### config.mk
export PLATFORM = sky130hd
export DESIGN_NAME = tmds_encoder_pipe
export DESIGN_NICKNAME = d
export VERILOG_FILES = /design/src/rtl/tmds_encoder_pipe.sv
export SDC_FILE = /design/constraint.sdc
export NUM_CORES = 1
export LEC_CHECK = 0
export CAP_MARGIN = 40
export CORE_UTILIZATION = 50
export CTS_CLUSTER_DIAMETER = 80
export DETAILED_ROUTE_END_ITERATION = 10
export PLACE_DENSITY = 0.72
export REMOVE_ABC_BUFFERS = 1
export SYNTH_ARGS = -nofsm -noshare
export SYNTH_HDL_FRONTEND = slang
export SYNTH_SLANG_ARGS = --single-unit
### constraint.sdc
create_clock -name clk_in -period 12.4 [get_ports clk_in]
set_clock_uncertainty 0.1 [all_clocks]
set_input_delay 2.48 -clock clk_in [delete_from_list [all_inputs] [get_ports clk_in]]
set_output_delay 2.48 -clock clk_in [all_outputs]
set_load 0.005 [all_outputs]
### src/rtl/tmds_encoder_pipe.sv
// tmds_encoder_pipe: two-stage TMDS encoder for NUM_CH independent channels.
// Stage 1 applies transition minimisation (XOR/XNOR chain) and stage 2
// applies DC balancing with a per-channel running disparity, or emits the
// control token during blanking.
// Streaming contract: no valid/ready handshake. Every cycle is a transfer;
// de_in qualifies the cycle as video (1) or control (0). de_out tags the
// symbols on tmds_out two cycles later.
module tmds_encoder_pipe #(
  parameter int NUM_CH = 3
) (
  input  logic                 clk_in,
  input  logic                 rst_in,
  input  logic                 de_in,
  input  logic [8*NUM_CH-1:0]  data_in,
  input  logic [2*NUM_CH-1:0]  ctrl_in,
  output logic [10*NUM_CH-1:0] tmds_out,
  output logic                 de_out
);

  localparam logic [9:0] TOK_00 = 10'b1101010100;
  localparam logic [9:0] TOK_01 = 10'b0010101011;
  localparam logic [9:0] TOK_10 = 10'b0101010100;
  localparam logic [9:0] TOK_11 = 10'b1010101011;

  logic r_de1;
  logic r_de2;

  // Data-enable pipeline shared by all channels
  always_ff @(posedge clk_in) begin
    if (rst_in) begin
      r_de1 <= 1'b0;
      r_de2 <= 1'b0;
    end else begin
      r_de1 <= de_in;
      r_de2 <= r_de1;
    end
  end

  assign de_out = r_de2;

  for (genvar ch = 0; ch < NUM_CH; ch++) begin : g_ch
    logic [7:0]        w_d;
    logic [8:0]        w_qm;
    logic [8:0]        r_qm;
    logic [1:0]        r_ctrl1;
    logic [3:0]        w_n1;
    logic [3:0]        w_n0;
    logic signed [4:0] w_diff;
    logic signed [4:0] w_cnt_nxt;
    logic [9:0]        w_sym;
    logic signed [4:0] r_cnt;
    logic [9:0]        r_tmds;

    assign w_d = data_in[8*ch +: 8];

    // Transition minimisation: pick XOR or XNOR chain from the byte's ones count
    always_comb begin
      logic [3:0] n1d;
      logic       use_xnor;
      logic [8:0] qm;
      n1d = 4'd0;
      for (int k = 0; k < 8; k++) n1d = n1d + {3'd0, w_d[k]};
      use_xnor = (n1d > 4'd4) || ((n1d == 4'd4) && !w_d[0]);
      qm = 9'd0;
      qm[0] = w_d[0];
      for (int k = 1; k < 8; k++) begin
        qm[k] = use_xnor ? ~(qm[k-1] ^ w_d[k]) : (qm[k-1] ^ w_d[k]);
      end
      qm[8] = ~use_xnor;
      w_qm = qm;
    end

    // Stage-1 register: intermediate word and control bits
    always_ff @(posedge clk_in) begin
      if (rst_in) begin
        r_qm    <= 9'd0;
        r_ctrl1 <= 2'd0;
      end else begin
        r_qm    <= w_qm;
        r_ctrl1 <= ctrl_in[2*ch +: 2];
      end
    end

    // Ones/zeros balance of the intermediate word as a signed difference
    always_comb begin
      logic [3:0] n1;
      n1 = 4'd0;
      for (int k = 0; k < 8; k++) n1 = n1 + {3'd0, r_qm[k]};
      w_n1   = n1;
      w_n0   = 4'd8 - n1;
      w_diff = $signed({1'b0, w_n1}) - $signed({1'b0, w_n0});
    end

    // DC balancing and control-token selection; cnt cleared in blanking
    always_comb begin
      w_sym     = TOK_00;
      w_cnt_nxt = 5'sd0;
      if (!r_de1) begin
        case (r_ctrl1)
          2'b00:   w_sym = TOK_00;
          2'b01:   w_sym = TOK_01;
          2'b10:   w_sym = TOK_10;
          default: w_sym = TOK_11;
        endcase
        w_cnt_nxt = 5'sd0;
      end else if ((r_cnt == 5'sd0) || (w_n1 == 4'd4)) begin
        w_sym     = {~r_qm[8], r_qm[8], r_qm[8] ? r_qm[7:0] : ~r_qm[7:0]};
        w_cnt_nxt = r_qm[8] ? (r_cnt + w_diff) : (r_cnt - w_diff);
      end else if (((r_cnt > 5'sd0) && (w_n1 > 4'd4)) ||
                   ((r_cnt < 5'sd0) && (w_n1 < 4'd4))) begin
        w_sym     = {1'b1, r_qm[8], ~r_qm[7:0]};
        w_cnt_nxt = r_cnt + (r_qm[8] ? 5'sd2 : 5'sd0) - w_diff;
      end else begin
        w_sym     = {1'b0, r_qm[8], r_qm[7:0]};
        w_cnt_nxt = r_cnt - (r_qm[8] ? 5'sd0 : 5'sd2) + w_diff;
      end
    end

    // Stage-2 register: output symbol and running disparity
    always_ff @(posedge clk_in) begin
      if (rst_in) begin
        r_tmds <= 10'd0;
        r_cnt  <= 5'sd0;
      end else begin
        r_tmds <= w_sym;
        r_cnt  <= w_cnt_nxt;
      end
    end

    assign tmds_out[10*ch +: 10] = r_tmds;
  end

endmodule

==> run metrics <==
status=finished, final reports clean; first-pass GRT wire length=20600 µm; busiest grt layer=met2; Post-synth EDFFs=0; Syn-to-layout area delta=17.3%; fin cells=906; Diodes inserted=0; Final Cycle Share=0.496; Setup TNS=0 ps; fillers=1071; IO Pins=64; RSZ-0062 raised after global routing=false; Final Net Count=894; final hold vios=0; Initial DRC Count=130; CTS tree=done; CTS Buffer Depth=2; share of post-route cells with drive strength above 1=0.0461; ys async rst share=0; cts hold-fix bufs=0; largest net degree at the start of global routing=66; Placed Cells=892; Least-Margin Pin Slew=892 ps; Starting Density=0.514; Die Ht=113 µm; CP max FO=4; Hold Path Class=flop to flop; Slew Limit Fails=0; Worst Path Required=12490 ps; via count=4697; Resize count post-CTS=0; routed len/inst=13.1 µm; Seq/Total Area, Yosys=0.260; Ys Warns=0; Pre-antenna DRT Iters=4; Worst Path Class, Setup=input port to flop; CTS clk-pin slew, worst paths=60 ps; Crit. End Element=flop; drt drc=0; initial antenna violation count=0; routability cong.=0.825; vias per cell=5.18; Worst setup SP type=input port; Syn Inst Count=694; crit path DAT=6250 ps; Port Buffers=63; area of the core=12000 µm²; total of max-cap violations=0; Syn Std Cell Area=6170 µm²; total gr overflow=0; met3 usage=0.0273; clk sinks=80; root buffer cell=clkbuf_16; H-tree depth=3; Die X=113 µm; Yosys cell types=63; CTS Buf Count=9; worst skew pair latency=330 ps; post-CTS setup buffers=0; Top FF cell, synth=dfxtp_1; DP HPWL=9420 µm; Setup-failing EPs final=0; total wire length=11900 µm; FP Rows=40; vias in the first global route=4710; met2 GRT Util=0.355; post-route antenna net violation count=0; Slew HR=0.403; met1 usage=0.240; syn avg cell area=8.89 µm²; #FFs+latches synth=80; Die ar.=12800 µm²; Max Fclk=162 MHz; total global routing track utilization=0.200; min cycle time layout=6160 ps
==> synthesized netlist by cell type, types with 2 or more instances <==
cell / number / area share
mux2i_1: 5 / 0.0081
nor2b_1: 14 / 0.014
o2111ai_1: 2 / 0.0028
o21a_1: 3 / 0.0037
fa_1: 39 / 0.13
xor2_1: 25 / 0.035
o221ai_1: 2 / 0.0028
or3_1: 2 / 0.0020
nand3_1: 3 / 0.0024
nand2_1: 42 / 0.026
a21oi_1: 56 / 0.045
o211ai_1: 6 / 0.0073
nor2_1: 63 / 0.038
and2_1: 3 / 0.0030
a2bb2oi_1: 2 / 0.0028
a311oi_1: 4 / 0.0057
o21ai_4: 2 / 0.0053
o21bai_1: 7 / 0.0085
nor3_1: 5 / 0.0041
a21o_1: 7 / 0.0085
xnor2_1: 63 / 0.089
or4_1: 2 / 0.0024
mux2_2: 3 / 0.0055
a41oi_1: 2 / 0.0028
a211oi_1: 6 / 0.0073
or2_2: 3 / 0.0030
nand2b_1: 4 / 0.0041
o22ai_1: 6 / 0.0061
a31oi_1: 3 / 0.0030
dfxtp_1: 80 / 0.26
clkbuf_1: 8 / 0.0049
ha_1: 66 / 0.13
a211oi_2: 2 / 0.0041
o21ai_0: 9 / 0.0073
buf_1: 5 / 0.0030
inv_1: 113 / 0.069
==> cell usage in the layout, fill, tap and decap left out, drive strengths merged, types with 4 or more instances in the layout <==
cell type,count
a211oi,8
a21o,7
a21oi,57
a311oi,4
buf,5
clkbuf,11
clkdlybuf4s50,62
dfxtp,80
fa,39
ha,66
inv,113
mux2i,5
nand2,42
nand2b,4
nor2,63
nor2b,14
nor3,5
o211ai,6
o21ai,12
o21bai,7
o22ai,7
xnor2,63
xor2,25
==> layer usage <==
layer / vias up / share of wire
li1: 2369 / -
met1: 2235 / 0.44
met2: 81 / 0.51
met3: 12 / 0.031
met4: 0 / 0.012
met5: - / 0
==> area by class of cell <==
cell class,instances,area (µm²),area share
multi-input combinational,485,4070,0.562
tap,147,184,0.0254
sequential,80,1600,0.221
clock buffer,11,233,0.0322
inverter,113,424,0.0586
timing repair buffer,67,656,0.0906
clock inverter,3,68.8,0.00951
==> registers in the layout, summed over array words and instances (netlist names), named ones only <==
name and cells:
de_out 1, g_ch.r_cnt 12, g_ch.r_ctrl1 6, g_ch.r_qm 27, g_ch.r_tmds 30, r_de1 1
==> worst max-delay path: stages <==
cell	delay, ps
clkdlybuf4s50_1	520
inv_1	100
fa_1	550
fa_1	430
fa_1	490
inv_1	50
ha_1	210
fa_1	450
nor2_1	120
a21oi_1	80
a21oi_1	350
xnor2_1	210
xnor2_1	150
nor2_1	60
==> stage by stage <==
| step | setup slack (ps) | utilization | hold WS, ps | area, µm² |
|---|---|---|---|---|
| floorplan | 6690 | - | 321 | 6100 |
| global placement | 6060 | 0.576 | 352 | 6920 |
| detailed placement | 5920 | 0.578 | 350 | 6940 |
| CTS | 6260 | 0.603 | 368 | 7240 |
| global route | 6020 | 0.603 | 377 | 7240 |
| finish | 6240 | 0.603 | 361 | 7240 |
==> cell families (layout without fill, tap and decap cells) <==
| logic type | count (synthesis) | after routing | synth area share |
|---|---|---|---|
| AND/OR/NAND/NOR | 149 | 149 | 0.112 |
| AO/OA/AOI/OAI | 134 | 134 | 0.147 |
| buffers and inverters | 129 | 194 | 0.0805 |
| adder cells (fa/ha/maj) | 106 | 106 | 0.262 |
| XOR/XNOR | 88 | 88 | 0.125 |
| flip-flops | 80 | 80 | 0.260 |
| multiplexers | 8 | 8 | 0.0136 |
==> worst paths after layout <==
check                                           startpoint                     endpoint  slack, ps  cells after the start
worst min register to register                        flop                         flop        360                      1
worst max register to register  g_ch[1].r_qm[0]$_SDFF_PP0_  g_ch[1].r_cnt[4]$_SDFF_PP0_       6810                     20
worst max-delay path                            data_in[8]   g_ch[1].r_qm[7]$_SDFF_PP0_       6240                     14
worst min-delay path                                  flop                         flop        360                      1
Power is left out: the tool's default activity adds up to more than one toggle a clock period on the data nets, which glitch-free logic cannot reach.
